**config.mk**
```make
export PLATFORM = sky130hd
export DESIGN_NAME = line_input_conditioner
export DESIGN_NICKNAME = d
export VERILOG_FILES = /design/src/rtl/line_input_conditioner_pkg.sv /design/src/rtl/line_input_conditioner_debounce_cell.sv /design/src/rtl/line_input_conditioner.sv
export SDC_FILE = /design/constraint.sdc
export NUM_CORES = 1
export LEC_CHECK = 0
export ABC_AREA = 1
export BUFFER_PORTS_ARGS = -buffer_cell sky130_fd_sc_hd__buf_2
export CELL_PAD_IN_SITES_DETAIL_PLACEMENT = 0
export CELL_PAD_IN_SITES_GLOBAL_PLACEMENT = 2
export CORE_MARGIN = 2
export CORE_UTILIZATION = 40
export CTS_CLUSTER_SIZE = 40
export DETAILED_ROUTE_END_ITERATION = 6
export PLACE_DENSITY = 0.95
export SETUP_SLACK_MARGIN = 0.2
export SLEW_MARGIN = 20
export SYNTH_ARGS = -nofsm -noshare
export SYNTH_HDL_FRONTEND = slang
export SYNTH_SLANG_ARGS = --single-unit
export TNS_END_PERCENT = 100
```
**constraint.sdc**
```tcl
create_clock -name clk -period 3.3 [get_ports clk]
set_input_delay 0.33 -clock clk [delete_from_list [all_inputs] [get_ports clk]]
set_output_delay 0.33 -clock clk [all_outputs]
set_load 0.02 [all_outputs]
```
**src/rtl/line_input_conditioner_pkg.sv**
```systemverilog
// line_io_pkg: shared definitions for the line input conditioner.
//   deb_cycles()  - converts a clock rate and a debounce time in ms into cycles
//   state_t       - top-level sequencing states
//   MODE_*        - encodings of the mode DIP switch value
package line_io_pkg;

  typedef enum logic {
    ST_INIT = 1'b0,
    ST_RUN  = 1'b1
  } state_t;

  localparam logic [1:0] MODE_IDLE   = 2'd0;
  localparam logic [1:0] MODE_NORMAL = 2'd1;
  localparam logic [1:0] MODE_AUTO   = 2'd2;
  localparam logic [1:0] MODE_TEST   = 2'd3;

  // Divide first so large clock rates do not overflow a 32-bit int.
  function automatic int deb_cycles(input int clk_hz, input int ms);
    return clk_hz / 1000 * ms;
  endfunction

endpackage

```
**src/rtl/line_input_conditioner_debounce_cell.sv**
```systemverilog
// debounce_cell: W-bit debouncer treating its input as one vector.
//   clk, reset : clock, synchronous active-high reset
//   en         : count and accept changes only while high
//   load       : copy din_sync into stable directly (no update)
//   din_sync   : synchronised input value
//   stable     : debounced value
//   update     : high in the cycle whose edge loads a debounced change
module debounce_cell #(
  parameter int W          = 1,
  parameter int DEB_CYCLES = 4
) (
  input  logic         clk,
  input  logic         reset,
  input  logic         en,
  input  logic         load,
  input  logic [W-1:0] din_sync,
  output logic [W-1:0] stable,
  output logic         update
);

  localparam int CW = $clog2(DEB_CYCLES + 1);
  localparam logic [CW-1:0] TC  = CW'(DEB_CYCLES - 1);
  localparam logic [CW-1:0] ONE = CW'(1);

  logic [CW-1:0] cnt;
  logic          differs;

  assign differs = (din_sync != stable);
  // Combinational so the top can launch its strobe on the same edge that
  // moves stable.
  assign update  = en && !load && differs && (cnt == TC);

  // Any value different from stable keeps the count going, so a multi-bit
  // input that wanders between non-stable values still settles on the last one.
  always_ff @(posedge clk) begin
    if (reset) begin
      stable <= '0;
      cnt    <= '0;
    end else if (load) begin
      stable <= din_sync;
      cnt    <= '0;
    end else if (en) begin
      if (!differs) begin
        cnt <= '0;
      end else if (cnt == TC) begin
        stable <= din_sync;
        cnt    <= '0;
      end else begin
        cnt <= cnt + ONE;
      end
    end
  end

endmodule

```
**src/rtl/line_input_conditioner.sv**
```systemverilog
// line_input_conditioner: synchronises and debounces the hook switch, the
// write-mode button and the mode DIP switches, and produces the controller's
// input strobes and levels.
//   clk, reset     : clock, synchronous active-high reset
//   hook_raw       : raw hook switch, 1 = on hook
//   write_btn_raw  : raw write-mode button, 1 = pressed
//   mode_sw_raw    : raw 2-bit mode switches
//   hooked         : PULSE_LEN-cycle strobe, handset placed on hook
//   unhooked       : PULSE_LEN-cycle strobe, handset lifted
//   write_mode     : PULSE_LEN-cycle strobe, button pressed
//   mode_in        : debounced mode value
//   hook_state     : debounced hook level
//   ready          : initial sampling phase complete
//
// state   | meaning
// ST_INIT | sampling raw inputs for DEB_CYCLES, then preload debouncers silently
// ST_RUN  | debouncers active, strobes enabled; left only by reset
//
// DEB_CYCLES must be >= 2 and 1 <= PULSE_LEN <= DEB_CYCLES.
module line_input_conditioner
  import line_io_pkg::*;
#(
  parameter int CLK_HZ      = 50_000_000,
  parameter int DEBOUNCE_MS = 20,
  parameter int PULSE_LEN   = 1
) (
  input  logic       clk,
  input  logic       reset,
  input  logic       hook_raw,
  input  logic       write_btn_raw,
  input  logic [1:0] mode_sw_raw,
  output logic       hooked,
  output logic       unhooked,
  output logic       write_mode,
  output logic [1:0] mode_in,
  output logic       hook_state,
  output logic       ready
);

  localparam int DEB_CYCLES = deb_cycles(CLK_HZ, DEBOUNCE_MS);
  localparam int CW         = $clog2(DEB_CYCLES + 1);
  localparam logic [CW-1:0] INIT_TC      = CW'(DEB_CYCLES - 1);
  localparam logic [CW-1:0] PULSE_RELOAD = CW'(PULSE_LEN - 1);
  localparam logic [CW-1:0] ONE          = CW'(1);

  // Bit packing of the raw inputs: {mode[1:0], button, hook}
  logic [3:0] sync1;
  logic [3:0] sync2;

  always_ff @(posedge clk) begin
    if (reset) begin
      sync1 <= '0;
      sync2 <= '0;
    end else begin
      sync1 <= {mode_sw_raw, write_btn_raw, hook_raw};
      sync2 <= sync1;
    end
  end

  state_t        state;
  logic [CW-1:0] init_cnt;
  logic          load;
  logic          en;

  // Down-counter: reaches terminal count on the DEB_CYCLES-th edge after reset.
  always_ff @(posedge clk) begin
    if (reset) begin
      state    <= ST_INIT;
      init_cnt <= INIT_TC;
      ready    <= 1'b0;
    end else begin
      case (state)
        ST_INIT: begin
          if (init_cnt == '0) begin
            state <= ST_RUN;
            ready <= 1'b1;
          end else begin
            init_cnt <= init_cnt - ONE;
          end
        end
        ST_RUN:  state <= ST_RUN;
        default: state <= ST_INIT;
      endcase
    end
  end

  assign load = (state == ST_INIT) && (init_cnt == '0);
  assign en   = (state == ST_RUN);

  logic       hook_stable;
  logic       hook_upd;
  logic       btn_stable;
  logic       btn_upd;
  logic [1:0] mode_stable;
  logic       mode_upd;

  debounce_cell #(.W(1), .DEB_CYCLES(DEB_CYCLES)) u_hook_deb (
    .clk      (clk),
    .reset    (reset),
    .en       (en),
    .load     (load),
    .din_sync (sync2[0]),
    .stable   (hook_stable),
    .update   (hook_upd)
  );

  debounce_cell #(.W(1), .DEB_CYCLES(DEB_CYCLES)) u_btn_deb (
    .clk      (clk),
    .reset    (reset),
    .en       (en),
    .load     (load),
    .din_sync (sync2[1]),
    .stable   (btn_stable),
    .update   (btn_upd)
  );

  debounce_cell #(.W(2), .DEB_CYCLES(DEB_CYCLES)) u_mode_deb (
    .clk      (clk),
    .reset    (reset),
    .en       (en),
    .load     (load),
    .din_sync (sync2[3:2]),
    .stable   (mode_stable),
    .update   (mode_upd)
  );

  // Mode changes need no strobe; the level output carries them.
  logic mode_upd_unused;
  assign mode_upd_unused = mode_upd;

  // Stretcher index: 0 = hooked, 1 = unhooked, 2 = write_mode.
  // The old stable value (pre-edge) tells the direction of the change.
  logic [2:0]    trig;
  logic [2:0]    strobe_q;
  logic [CW-1:0] str_cnt [3];

  assign trig[0] = hook_upd && !hook_stable;
  assign trig[1] = hook_upd &&  hook_stable;
  assign trig[2] = btn_upd  && !btn_stable;

  // The strobe stays high while the down-counter drains, then drops one edge
  // after it reaches zero, giving exactly PULSE_LEN high cycles. A retrigger
  // reloads the stretch.
  always_ff @(posedge clk) begin
    if (reset) begin
      strobe_q <= '0;
      for (int i = 0; i < 3; i++) str_cnt[i] <= '0;
    end else begin
      for (int i = 0; i < 3; i++) begin
        if (trig[i]) begin
          strobe_q[i] <= 1'b1;
          str_cnt[i]  <= PULSE_RELOAD;
        end else if (str_cnt[i] != '0) begin
          str_cnt[i]  <= str_cnt[i] - ONE;
        end else begin
          strobe_q[i] <= 1'b0;
        end
      end
    end
  end

  assign hooked     = strobe_q[0];
  assign unhooked   = strobe_q[1];
  assign write_mode = strobe_q[2];
  assign hook_state = hook_stable;
  assign mode_in    = mode_stable;

endmodule
```
==> results of run 1 <==
cells by family (layout without fill, tap and decap cells):
logic type                 after synthesis  after routing
buffers and inverters                  195            218
and+or+nand+nor                        708            708
AOI/OAI and AO/OA                      137            137
xor gates and xnor gates                50             50
adders and majority gates               10             10
DFF                                    157            157
per-layer routing:
layer | vias up | routed length (um) | track usage (%)
met3 | 22 | 411 | 2.98
met4 | 0 | 252 | 4.63
met2 | 67 | 9360 | 29.5
li1 | 4089 | - | -
met5 | - | 0 | 0
met1 | 3470 | 10100 | 23.3
critical path: stages (launching register included):
cell     delay (ps)
dfxtp_1         410
ha_1            240
nand2_2          80
nor2_2          160
nand2_1          70
nor2_1          130
nand4_1         230
nand3_1         690
a21oi_1          90
registers in the layout, indices dropped and copies added, names as in the netlist:
name and cells:
str_cnt 60, init_cnt 20, u_btn_deb.cnt 20, u_hook_deb.cnt 20, u_mode_deb.cnt 20, sync1 4, sync2 4, strobe_q 3
u_mode_deb.stable 2, en 1, ready 1, u_btn_deb.stable 1, u_hook_deb.stable 1
layout by cell type (no fill, tap or decap), types with 28 or more instances in the layout:
master,synthesis,layout
o21ai_0,35,35
a21oi_1,74,74
xor2_1,39,39
inv_1,154,154
nor3_1,37,37
nand4_1,35,35
nand3_1,91,91
nor2_2,28,28
nor2_1,192,192
nand2_1,281,281
dfxtp_1,97,97
edfxtp_1,60,60
path summary, 6_finish.rpt:
kind         slack, ps        startpoint             to  cells after the start
min                100    mode_sw_raw[1]       sync1[3]                      3
min reg2reg        400          sync1[1]       sync2[1]                      2
max                900  u_btn_deb.cnt[0]  str_cnt[2][2]                      8
max reg2reg        900  u_btn_deb.cnt[0]  str_cnt[2][2]                      8
final cells by class:
type | count | area share [%]
Sequential cell | 157 | 37.4
Clock inverter | 14 | 1.53
Tap cell | 285 | 3.56
Timing Repair Buffer | 21 | 1.28
Multi-Input combinational cell | 905 | 45.7
Inverter | 166 | 6.25
Clock buffer | 17 | 4.25
where the power goes:
part           internal (mW)  total, mW  switching [mW]  leakage (nW)
clock network           1.17       1.98           0.809         0.289
logic                  0.628       1.75            1.13          2.14
registers               2.40       2.62           0.217          1.50
total                   4.20       6.35            2.15          3.92
per-stage QoR:
stage | setup slack (ps) | util (%) | hold slack [ps] | instances | power [mW]
global placement | 959 | 41.8 | 400 | 1534 | 4.40
global route | 670 | 44.3 | 115 | 1565 | 6.81
detailed placement | 870 | 41.8 | 400 | 1534 | 4.42
CTS | 855 | 44.3 | 86.7 | 1565 | 6.42
floorplan | 1050 | - | 388 | 1257 | 4.08
finish | 904 | 44.3 | 101 | 1565 | 6.35
synthesized netlist by cell type, drive strengths merged:
cell type and n:
nand2 288, nor2 224, inv 166, nand3 98
dfxtp 97, a21oi 83, edfxtp 60, nor3 48
xor2 39, o21ai 37, nand4 36, buf 24
xnor2 11, ha 10, or2 7, clkbuf 5
o211ai 5, o21bai 4, nand3b 3, nor4 2
o21a 2, o31ai 2, a211oi 1, a21o 1
a22oi 1, and3b 1, nand2b 1, o22ai 1
==> impl_results.md, run 1 <==
* Root buffer cell: clkbuf_16
* DR WL/cell at between 10 and 15 um
* Compound-gate portion of the synthesized area at 8.70%
* Hold Crit Class: in2reg
* PortBufs at 12
* Vias per cell at 4.89
* WP data required at 3430 ps
* Cells after synthesis at 1257
* Standard-cell rows at 55
* GR Overflow Total at 0
* Sequential cell area at around 3700 um2
* Synth Area in XOR/XNOR at 4.77%
* Count of cell types in the netlist at 47
* Final Slew Violations at 0
* Run status: completed
* CP startpoint kind: flop
* CTS tree: yes
* Area growth syn-to-layout at 9.10%
* Largest family of logic cells by synthesized area: simple AND/OR/NAND/NOR gates
* Seq cells post-synth at about 160
* Die Width at between 150 and 200 um
* Final hold violations at 0
* Slew HR at roughly 43%
* Post-synthesis mux area share at 0%
* Syn_nets at between 1000 and 1500
* Post-synth top area share at 21.2%
* Initial antenna violation count at 0
* FMAX at 417 MHz
* Synth Area in Adders at ~1.4%
* Fin crit share at 72.6%
* Total number of yosys warnings at 0
* Crit path DAT at 2530 ps
* Core area at 22600 um2
* Avg Inst Size Synth at 7.30 um2
* Vias in the first global route at 7359
* I/O pin total at 13
* Clk slew on worst S/H paths at roughly 60 ps
* NumNets Final at approximately 1300
* Final instance area at 10000 um2
* Share of layout cells above drive strength 1 at 11.0%
* CTS resizes at 0
* Largest net degree at the start of global routing at 41
* Top cells by area, synth: dfxtp_1, edfxtp_1, nand2_1
* Setup TNS at 0 ps
* Htree depth at 4
* Num CTS Buffers at 17
* DP HPWL at approximately 14000 um
* Initial DRC count at 479
* Max VDD drop at 0.305 mV
* Dpl cell area at 9430 um2
* DRC at 0
* Die Height at ~160 um
* Critical path fanouts, max at 20
* First-pass GRT wire length at 34700 um
* Antenna viol nets, final at 0
* Skew-Pair Late Insertion Delay at 430 ps
* Type of the worst setup path: reg2reg
* Critical Path End Type: flop
* Synth area leader: dfxtp_1
* Leakage at 3.92 nW
* Clock Tree Buf Depth at 2
* Max Cap Viol at 0
* Vias post-DR at 7648
* RSZ-0062 raised after global routing: no
* Least-Margin Pin Slew at 852 ps
* PwrDens at approximately 630 nW/um2
* Final Critical Period at approximately 2400 ps
* Post-CTS Setup Inserts at 0
* Fillers at 2357
* Final wirelength at 20100 um
* Drt first pass iters at 5
* Mapped cell area at approximately 9200 um2
* Area share of and/or/nand/nor cells after synthesis at 35.0%
* GRT Total Usage at 17.5%
* Initial Utilization at roughly two fifths
* Area of the multi-input gates at between 4000 and 5000 um2
* Sequential share of the synthesized area at 40.8%
* Ant diodes at 0
* Die area at 24200 um2
* Worst Clk Skew at roughly 11 ps
* Hold-fix buffers, CTS at 0
* Setup violations, final at 0
* Num Clock Sinks at 157
* Final Wtd Congestion at 0.801
Power figures use the tool's default switching activity.
==> run 2, diff against run 1 <==
Settings changed: CORE_UTILIZATION 40 to 37, PLACE_DENSITY 0.95 to 0.89.
Clock period 3.3 ns to 2.4 ns, I/O delays scaled along.
==> run 2 against run 1 <==
Effect of this change: sequential power increased by 38%; combinational power up 41%; final cell count grew 2.9%; via count up 0.80%; global-route usage fell by 1.3 points; critical path depth increased by 2; first-iteration DRC count fell by 7.7%; register-to-register slack got worse by 490 ps; total power rose by 39%; critical path type unchanged; highest routed layer unchanged.
==> impl_results.md, run 2 (same netlist as run 1, synthesis figures left out) <==
* Setup TNS at 0 ps (unchanged)
* Share of layout cells above drive strength 1 at 11.7% (+0.72 points)
* I/O pin total at 13 (unchanged)
* Post-route setup slack at 412 ps (-492 ps)
* Met2 usage at 27.4% (-2.2 points)
* PortBufs at 12 (unchanged)
* Final hold violations at 0 (unchanged)
* Leakage at 3.95 nW (+0.59%)
* Reg-to-Reg Start: str_cnt[2][0]
* Hold-fix buffers, CTS at 0 (unchanged)
* Fillers at 2550 (+8.2%)
* Crit path DAT at 2170 ps (-360 ps)
* Final Critical Period at 1990 ps (-408 ps)
* CTS resizes at 0 (unchanged)
* Critical path fanouts, max at 7 (-65%)
* Root buffer cell: clkbuf_16
* Met3 Use GR at 3.13% (+0.15 points)
* Clk slew on worst S/H paths at 60 ps (about the same)
* Clock Tree Buf Depth at 2 (unchanged)
* Skew-Pair Late Insertion Delay at 420 ps (about the same)
* Worst Clk Skew at 12.1 ps (+1.41 ps)
* Setup WS pre-CTS at 303 ps (-567 ps)
* Final wirelength at 20700 um (+3.2%)
* CTS tree: yes
* Run status: completed
* Max reg flops at 60 (unchanged)
* Vias post-DR at 7709 (+0.80%)
* Die area at 26100 um2 (+7.9%)
* Area of the multi-input gates at 4600 um2 (+0.60%)
* Antenna viol nets, final at 0 (unchanged)
* Most frequent cells in the layout: nand2_1, nor2_1, inv_1, dfxtp_1, nand3_1
* DR WL/cell at 12.9 um (+0.27%)
* FMAX at 503 MHz (+21%)
* Hold Crit Class: in2reg
* CP startpoint kind: flop
* Largest net degree at the start of global routing at 37 (-9.8%)
* Hold slack final at 23.1 ps (-78.1 ps)
* Max VDD drop at 0.447 mV (+46%)
* Die Width at 161 um (+3.9%)
* Vias in the first global route at 7241 (-1.6%)
* Die Height at 161 um (+3.9%)
* RSZ-0062 raised after global routing: no
* Min-delay src: mode_sw_raw[0]
* Worst setup startpoint: str_cnt[2][0]
* Final Slew Violations at 0 (unchanged)
* Vias per cell at 4.79 (-2.1%)
* Busiest grt layer: met2
* Drt first pass iters at 7 (+2)
* Non-Filler Instances at 1611 (+2.9%)
* Fin crit share at 82.8% (+10 points)
* Max Cap Viol at 0 (unchanged)
* Core area at 24300 um2 (+7.7%)
* DRC at 0 (unchanged)
* Setup violations, final at 0 (unchanged)
* Critical Path End Type: flop
* WP data required at 2580 ps (-850 ps)
* Commonest non-fill, non-tap cell in the layout: nand2_1
* Initial antenna violation count at 0 (unchanged)
* Htree depth at 4 (unchanged)
* Met1 Track Usage GR at 21.6% (-1.7 points)
* Total Power at 8.83 mW (+39%)
* First-pass GRT wire length at 34800 um (+0.36%)
* Num CTS Buffers at 17 (unchanged)
* Placed Cells at 1579 (+2.9%)
* DP HPWL at 14600 um (+3.4%)
* Dpl cell area at 9530 um2 (+1.0%)
* Final Wtd Congestion at 0.804 (+0.40%)
* Type of the worst setup path: reg2reg
* Final Core Density at 41.7% (-2.6 points)
* NumNets Final at 1290 (+0.47%)
* Largest Register: str_cnt
* Post-CTS Setup Inserts at 0 (unchanged)
* Final instance area at 10100 um2 (+1.3%)
* Num Clock Sinks at 157 (unchanged)
* Initial Utilization at 37.7% (-2.9 points)
* Ant diodes at 0 (unchanged)
* PwrDens at 870 nW/um2 (+37%)
* Least-Margin Pin Slew at 497 ps (-354 ps)
* GR Overflow Total at 0 (unchanged)
* Sequential cell area at 3740 um2 (unchanged)
* Area growth syn-to-layout at 10.5%
* Slew HR at 66.7% (+24 points)
* GRT Total Usage at 16.2% (-1.3 points)
* Initial DRC count at 442 (-7.7%)
* Standard-cell rows at 57 (+3.6%)
## run 2: area by class of cell
cell class | count | area share (%)
flip-flops and latches | 157 | 36.9
inverters | 166 | 6.17
well taps | 324 | 4.00
multi-input cells | 905 | 45.4
clock buffers | 21 | 4.34
clock inverters | 11 | 1.42
repair buffers | 27 | 1.74
## run 2: worst max-delay path, cell delays in order, from the launching register on
cell	delay, ps
edfxtp_1	400
inv_1	120
ha_2	210
nand2_1	90
nor2_1	120
nand3_2	120
nor2_2	120
nand4_1	130
nor3_2	150
nand3_2	100
buf_4	190
## run 2: final timing paths
| path | cells past startpoint | endpoint | slack, ps |
|---|---|---|---|
| worst max register to register | 10 | str_cnt[2][19] | 410 |
| worst min register to register | 2 | sync2[2] | 400 |
| worst min-delay path | 3 | sync1[2] | 20 |
| worst max-delay path | 10 | str_cnt[2][19] | 410 |
## run 2: layer usage
metal / part of all wire (%) / routed length, um / up-vias
li1: - / - / 4103
met1: 50 / 10400 / 3505
met2: 47 / 9660 / 90
met3: 2.4 / 499 / 11
met4: 0.66 / 136 / 0
met5: 0 / 0 / -
## run 2: power breakdown
group	internal [mW]	switching, mW
Combinational	0.885	1.59
Clock	1.64	1.11
Sequential	3.30	0.311
